===== src/rtl/mem_port_arbiter.sv =====
// mem_port_arbiter: shares one memory port among NUM_PORTS requesters.
// A two-state FSM (IDLE/BUSY) keeps exactly one memory transaction in flight.
// The winner's command and fields are latched at grant and held until mem_resp.
// Arbitration is either fixed priority (lowest index wins) or round-robin.
`timescale 1ns/1ps

module mem_port_arbiter #(
  parameter int NUM_PORTS  = 2,
  parameter int ADDR_WIDTH = 32,
  parameter int DATA_WIDTH = 32,
  parameter int ARB_MODE   = 0,
  parameter int BE_WIDTH   = DATA_WIDTH / 8,
  parameter int IDX_WIDTH  = $clog2(NUM_PORTS)
) (
  input  logic                            clk,
  input  logic                            rst,
  input  logic [NUM_PORTS-1:0]            req_read,
  input  logic [NUM_PORTS-1:0]            req_write,
  input  logic [NUM_PORTS*ADDR_WIDTH-1:0] req_address,
  input  logic [NUM_PORTS*DATA_WIDTH-1:0] req_wdata,
  input  logic [NUM_PORTS*BE_WIDTH-1:0]   req_byte_enable,
  output logic [NUM_PORTS-1:0]            req_resp,
  output logic [DATA_WIDTH-1:0]           req_rdata,
  output logic                            mem_read,
  output logic                            mem_write,
  output logic [ADDR_WIDTH-1:0]           mem_address,
  output logic [DATA_WIDTH-1:0]           mem_wdata,
  output logic [BE_WIDTH-1:0]             mem_byte_enable,
  input  logic [DATA_WIDTH-1:0]           mem_rdata,
  input  logic                            mem_resp,
  output logic                            grant_valid,
  output logic [IDX_WIDTH-1:0]            grant_idx
);

  typedef enum logic {
    IDLE = 1'b0,
    BUSY = 1'b1
  } state_t;

  state_t                 state;
  logic [IDX_WIDTH-1:0]   last_grant;
  logic [NUM_PORTS-1:0]   requesting;
  logic                   win_found;
  logic [IDX_WIDTH-1:0]   win_idx;

  assign requesting = req_read | req_write;

  // Pick the winning port among current requesters according to ARB_MODE.
  always_comb begin
    int cand;
    // NOTE: every variable written here gets a default first, so no path
    // leaves it unassigned and no latch is inferred.
    win_found = 1'b0;
    win_idx   = '0;
    cand      = 0;
    for (int k = 0; k < NUM_PORTS; k++) begin
      if (ARB_MODE == 1) begin
        // Search starts just after the previous winner and wraps around.
        cand = (int'(last_grant) + 1 + k) % NUM_PORTS;
      end else begin
        cand = k;
      end
      if (!win_found && requesting[cand]) begin
        win_found = 1'b1;
        win_idx   = IDX_WIDTH'(cand);
      end
    end
  end

  // FSM: latch the winner in IDLE, hold the memory command in BUSY until mem_resp.
  always_ff @(posedge clk) begin
    // NOTE: sequential state uses non-blocking assignments so every register
    // samples the pre-edge values, independent of statement order.
    if (rst) begin
      state           <= IDLE;
      mem_read        <= 1'b0;
      mem_write       <= 1'b0;
      mem_address     <= '0;
      mem_wdata       <= '0;
      mem_byte_enable <= '0;
      grant_valid     <= 1'b0;
      grant_idx       <= '0;
      last_grant      <= IDX_WIDTH'(NUM_PORTS - 1);
    end else begin
      case (state)
        IDLE: begin
          if (win_found) begin
            state           <= BUSY;
            // A port asking for both read and write gets a write.
            mem_write       <= req_write[win_idx];
            mem_read        <= req_read[win_idx] & ~req_write[win_idx];
            mem_address     <= req_address[win_idx*ADDR_WIDTH +: ADDR_WIDTH];
            mem_wdata       <= req_wdata[win_idx*DATA_WIDTH +: DATA_WIDTH];
            mem_byte_enable <= req_byte_enable[win_idx*BE_WIDTH +: BE_WIDTH];
            grant_valid     <= 1'b1;
            grant_idx       <= win_idx;
            last_grant      <= win_idx;
          end
        end
        BUSY: begin
          if (mem_resp) begin
            state       <= IDLE;
            mem_read    <= 1'b0;
            mem_write   <= 1'b0;
            grant_valid <= 1'b0;
          end
        end
        default: state <= IDLE;
      endcase
    end
  end

  // Completion pulse goes only to the owner, in the same cycle as mem_resp.
  always_comb begin
    req_resp = '0;
    if (!rst && state == BUSY && mem_resp) begin
      req_resp[grant_idx] = 1'b1;
    end
  end

  assign req_rdata = mem_rdata;

endmodule


===== config.mk =====
export PLATFORM = sky130hd
export DESIGN_NAME = mem_port_arbiter
export DESIGN_NICKNAME = d
export VERILOG_FILES = /design/src/rtl/mem_port_arbiter.sv
export SDC_FILE = /design/constraint.sdc
export NUM_CORES = 1
export LEC_CHECK = 0
export CELL_PAD_IN_SITES_DETAIL_PLACEMENT = 1
export CELL_PAD_IN_SITES_GLOBAL_PLACEMENT = 2
export CORE_UTILIZATION = 18
export DETAILED_ROUTE_END_ITERATION = 16
export GPL_TIMING_DRIVEN = 0
export PLACE_DENSITY = 0.89
export SYNTH_ARGS = -nofsm -noshare
export SYNTH_HDL_FRONTEND = slang
export SYNTH_SLANG_ARGS = --single-unit

===== constraint.sdc =====
create_clock -name clk -period 3 [get_ports clk]
set_input_delay 0.6 -clock clk [delete_from_list [all_inputs] [get_ports clk]]
set_output_delay 0.6 -clock clk [all_outputs]
set_load 0.1 [all_outputs]

# Word level (Yosys, flattened, before mapping)
# Cells that the tools add are included.
# Widths: inputs -> output; s select.
dict set report classes {
  n_mux 20
  n_eq_ne 2
  n_shift 3
  n_lt_le_gt_ge 3
  bitwise 4
  n_reduce_logical 8
}
# operator count
set op_table {}
lappend op_table {{$shiftx 64x7->32} 2}
lappend op_table {{$mux 1} 14}
lappend op_table {{$pmux 1 s2} 4}
lappend op_table {{$shiftx 8x4->4} 1}
lappend op_table {{$logic_and 1x1->1} 4}
lappend op_table {{$lt 1x2->1 const B} 2}
lappend op_table {{$ne 2x2->1 const B} 2}
lappend op_table {{$reduce_and 2->1} 2}
lappend op_table {{$logic_not 1->1} 2}
lappend op_table {{$mux 2} 1}
lappend op_table {{$not 1->1} 2}
lappend op_table {{$or 2x2->2} 1}
lappend op_table {{$and 1x1->1} 1}
lappend op_table {{$demux 1 s1} 1}
lappend op_table {{$ge 1x1->1 const B} 1}
dict set report word_totals {
  input_bits 175
  output_inout_bits 106
  word_cells 48
  ff_bits 73
}

# Depth between registers and ports, before layout
# Gate-level depths: netlist (run 1).
dict set report depth {
  ltp_word 11
  ltp_mapped 6
  depth_no_buf 3
}

# Worst setup path after synthesis (run 1)
# No wires, ideal clock.
dict set report synth_path {
  kind {register to output}
  startpoint {register grant_idx}
  endpoint {output req_resp[1]}
  stages_incl_launch_ff 2
  arrival_ps 3264
  path_slack_ps -864
  required_ps 2400
  n_path_buf 0
  cell_sequence {dfxtp_1 -> nor3b_1}
}
dict set report synth_between {
  elab_chain_cells 5
  word_cells_on_any_way 6
  classes_between {2 x order compare; 3 x mux; 1 x reduce/logical}
}
# element line
set synth_rtl {}
lappend synth_rtl {{from (decl)} 32} ;# output logic [IDX_WIDTH-1:0] grant_idx
lappend synth_rtl {{from (signal assigned)} 96} ;# grant_idx <= win_idx;
lappend synth_rtl {{$lt 1x2->1 (not written as such) or $ge 1x1->1 (tied branches)} 117} ;# req_resp[grant_idx] = 1'b1;
lappend synth_rtl {{$logic_and 1x1->1 (not written as such)} 117}
lappend synth_rtl {{$mux 1 (not written as such)} 117}
lappend synth_rtl {{$demux 1 s1 *} 117}
lappend synth_rtl {{$mux 2 *} 116} ;# if (!rst && state == BUSY && mem_resp) begin
lappend synth_rtl {{to (decl)} 22} ;# output logic [NUM_PORTS-1:0] req_resp,
# Every way passes the cells marked *; elsewhere a longest branch is shown, timed or not.

# Worst setup path in the final report (run 1)
dict set report layout_path {
  startpoint {input rst}
  endpoint {output req_resp[1]}
}
dict set report layout_between {
  elab_chain_cells 4
}
# element line
set layout_rtl {}
lappend layout_rtl {{from (decl)} 16} ;# input logic rst,
lappend layout_rtl {{$logic_not 1->1} 116}
lappend layout_rtl {{$logic_and 1x1->1 (2 in a row)} 116}
lappend layout_rtl {{$mux 2} 116}
# Every way passes these cells.

==> run summary, run 1 <==
For this run, the post-layout net count is 896. For the total placed instance area, the log shows 0.00652 sq mm. In the routed layout, each cell is associated on average with a via count of 4.70. The count of nets left with antenna violations once routing finished came out at 0.

The worst setup path is of the in -> out kind. The Yosys warning count is 0. For this block, the initial DRC count from the detailed router was 162. The clock sink count came out at 73. The first global-routing pass estimated 27.1 mm of wire. In this run the tool buffered the top-level ports with 247 buffer cells.

The buffer and inverter count on the worst path is 3. The simple-gate portion of the synthesized area is 11.2%, and the pin count of the biggest net entering global routing is 12. The worst hold-check slack is 473 ps, and the global routing usage summed across all routing layers is 16.4%. The startpoint type of the worst setup path is an input port. The floorplan has 52 rows.

For the clock tree skew after final layout, the log shows 6.47 ps. In this run the critical register-to-register path is launched from state$_SDFF_PP0_. The worst hold path stage count works out to 1. At the end of routability-driven placement, the weighted congestion stood at 0.775.

In this run, synthesis produced a sequential element count of 73. The final hold violation count came out at 0. The tools report the number of buffers on the longest clock path as 2.

The H-tree was split into 3 levels. Of the available clock period, the critical path in the final layout requires 90.2%. Cells fill 33.6% of the core in the end.

Among cell families on the critical path, the largest total delay comes from buffers and inverters. In this run, distinct cell masters in the synthesized netlist total 24. The floorplan step set the die height to 145 um.

STA classifies the critical path endpoint as an output pin. The standard cell with the maximum stage delay on the critical path was clkbuf_1. Data on the critical path arrives at its endpoint at 2110 ps. Flop-to-flop setup slack: 1080 ps. Synthesis handed over a netlist of 463 instances.

The synthesized netlist devotes 35.9% of its cell area to compound gates. Cell type contributing the most total cell area after synthesis: dfxtp_1. The clock insertion delay at the later pin of the skew report was 340 ps; the setup-violating endpoint count in the final report was 0.

In the routed design, unresolved DRC markers number 0. Leaving out fill and tap cells, the most frequent cells in the layout are clkdlybuf4s50_1, a21oi_1, dfxtp_1. The timing-limited maximum frequency was 0.369 GHz. The ratio of cells with drive above 1 in the final layout is 8.28%. The number of I/O pins came out at 281.

In this run the clock root is driven by a clkbuf_16. The path with the worst hold slack has its endpoint at grant_valid$_SDFFE_PP0P_. The share of synthesized area spent on multiplexers works out to 0%. For the via count of the first global-routing pass, the log shows 4,954. The cell that appears most often on the critical path is clkbuf_1. In this design, the stage delay of the slowest critical-path cell is 520 ps. Endpoint of the lowest-slack register-to-register path: mem_address[26]$_SDFFE_PP0P_. The signal on the critical path passes through clkbuf_1 -> clkbuf_1 -> nor3b_2 -> clkbuf_2. The tools report the antenna cell count as 0.

TritonCTS built the clock tree. For the worst setup path, the data required time is 2400 ps. For this design the ratio of total power to cell area is 561 mW/mm^2.

The floorplan step defined a die boundary enclosing 0.0212 sq mm. The tools report the sequential area share after synthesis as 39.5%. The biggest fanout along the worst timing path works out to 10. At the pin with the least slew margin, the transition time is 1030 ps. The clock period minus worst slack works out to 2710 ps.

The tightest min-delay check is of the reg -> reg type. After the flow finishes, the layout carries non-filler instances totaling 995. The initial standard-cell utilization of the core is 18.3%, and the worst relative slew slack is 31.3%.

The count of cells along the worst register-to-register path works out to 3. The final routed wire length divided by cell count is 17.8 um, and the share of the synthesized netlist area taken by xor and xnor gates is 0%. The number of nets in the synthesized netlist is 638. The max-capacitance violation count is 0. Largest family of logic cells by synthesized area: compound AO/OA/AOI/OAI gates. The post-synthesis to final-layout area growth was 83.4%; the overflow left after global routing was 0. Summing over every cut layer, the via total after detailed routing is 4,680. The flow ran to the end, and the final reports show no timing, DRC or antenna violations. After synthesis, the mean cell area works out to 8.00 sq um. Leaving out fill and tap cells, the most frequent cell in the layout is clkdlybuf4s50_1. The static leakage was 0.00233 uW.

Setup repair after global routing left no endpoint under its margin. The cell area that synthesis handed to floorplanning was 0.00370 sq mm. For the worst IR drop on VDD, the log shows 0.230 mV.

In the post-synthesis netlist, the biggest area contributors are dfxtp_1, a311oi_1, a21oi_1, nand3_1, o21ai_0. The total length of routed wires is 17.7 mm. The number of buffers inserted during clock tree synthesis came out at 9. Including well taps, the total number of placed cells is 980. The floorplan step defined a core boundary enclosing 0.0202 sq mm.

The startpoint identified for the worst hold timing path is grant_valid$_SDFFE_PP0P_. After routing the design area is 0.00679 sq mm. The first TritonRoute pass finished after 4 iterations.

The initial antenna violation count was 0. The proportion of netlist area held by the largest area contributor is 39.5%, and the clock-pin slew on the worst setup and hold paths is 60 ps. The fraction of the mapped netlist area in adder cells is 0%. Adding up every negative setup slack in the final design gives 0 ps. The wire-length estimate of the detail-placed layout is 13.2 mm. The final number of max-transition violations was 0. The die is 145 um wide.
[per-stage QoR]
stage / setup WS [ps] / power (uW)
final: 293 / 3810
after global routing: 143 / 3950
after CTS: -47.1 / 3860
after detailed placement: -380 / 2770
after global placement: -374 / 2750
after floorplan: 75.0 / 2240
[cell type report]
type	count	area (sq um)
fill	2408	13400
timing repair buffer	247	2460
tap	270	338
clock inverter	4	45.0
multi-input combinational	296	1760
inverter	3	11.3
buffer	91	485
clock buffer	11	233
sequential	73	1460
[per-layer routing]
metal	up-vias	GRT usage, %	share of wire [%]
met5	-	0	0
met1	2229	19.7	44
met4	0	4.68	1.7
li1	2250	-	-
met3	18	4.17	6.1
met2	183	28.8	48
[worst max path at each step]
stage | from | endpoint | slack (ps) | cells past startpoint
after floorplan | grant_idx$_SDFFE_PP0P_ | req_resp[1] | 80 | 1
after global placement | rst | req_resp[1] | -370 | 4
after detailed placement | rst | req_resp[1] | -380 | 4
after CTS | rst | req_resp[1] | -50 | 4
after global routing | rst | req_resp[1] | 140 | 4
final | rst | req_resp[1] | 290 | 4
[cell usage after synthesis (all sizes together)]
library cell	instances
o21ai	71
a21oi	73
nor4	1
nor2b	1
dfxtp	73
o21a	1
buf	40
nand3	69
a311oi	68
a211oi	1
inv	3
nor3	2
or4	1
or2	2
clkbuf	51
nand2	2
nor2	3
nor3b	1
[timing repair]
action | 4_1_cts | 5_1_grt
hold buffers | 0 | 0
resized for setup | 2 | 4
setup buffers | 0 | 0
setup endpoints to repair | 2 | 2
[cell families (layout without fill, tap and decap cells)]
kind of cell           after synthesis  after routing
buffers and inverters               94            356
flip-flops                          73             73
AND/OR/NAND/NOR                     82             82
AO/OA/AOI/OAI                      214            214
[report_power, final]
group	switching, uW	internal (uW)
clock network	436	637
registers	49.9	1060
logic	1150	477
total	1630	2180
[flip-flops by register name, indices dropped and copies added, names as in the netlist]
| register | flops |
|---|---|
| grant_idx | 1 |
| state | 1 |
| grant_valid | 1 |
| mem_address | 32 |
| mem_byte_enable | 4 |
| mem_write | 1 |
| mem_read | 1 |
| mem_wdata | 32 |
Power figures use the tool's default switching activity.
==> inputs of run 2 (changes only) <==
--- a/config.mk
+++ b/config.mk
@@ -8,6 +8,7 @@
 export CELL_PAD_IN_SITES_DETAIL_PLACEMENT = 1
 export CELL_PAD_IN_SITES_GLOBAL_PLACEMENT = 2
 export CORE_UTILIZATION = 18
+export CTS_CLUSTER_SIZE = 16
 export DETAILED_ROUTE_END_ITERATION = 16
 export GPL_TIMING_DRIVEN = 0
 export PLACE_DENSITY = 0.89
==> results of run 2 <==
The final DEF is identical to that of run 1; final timing and power are the same.
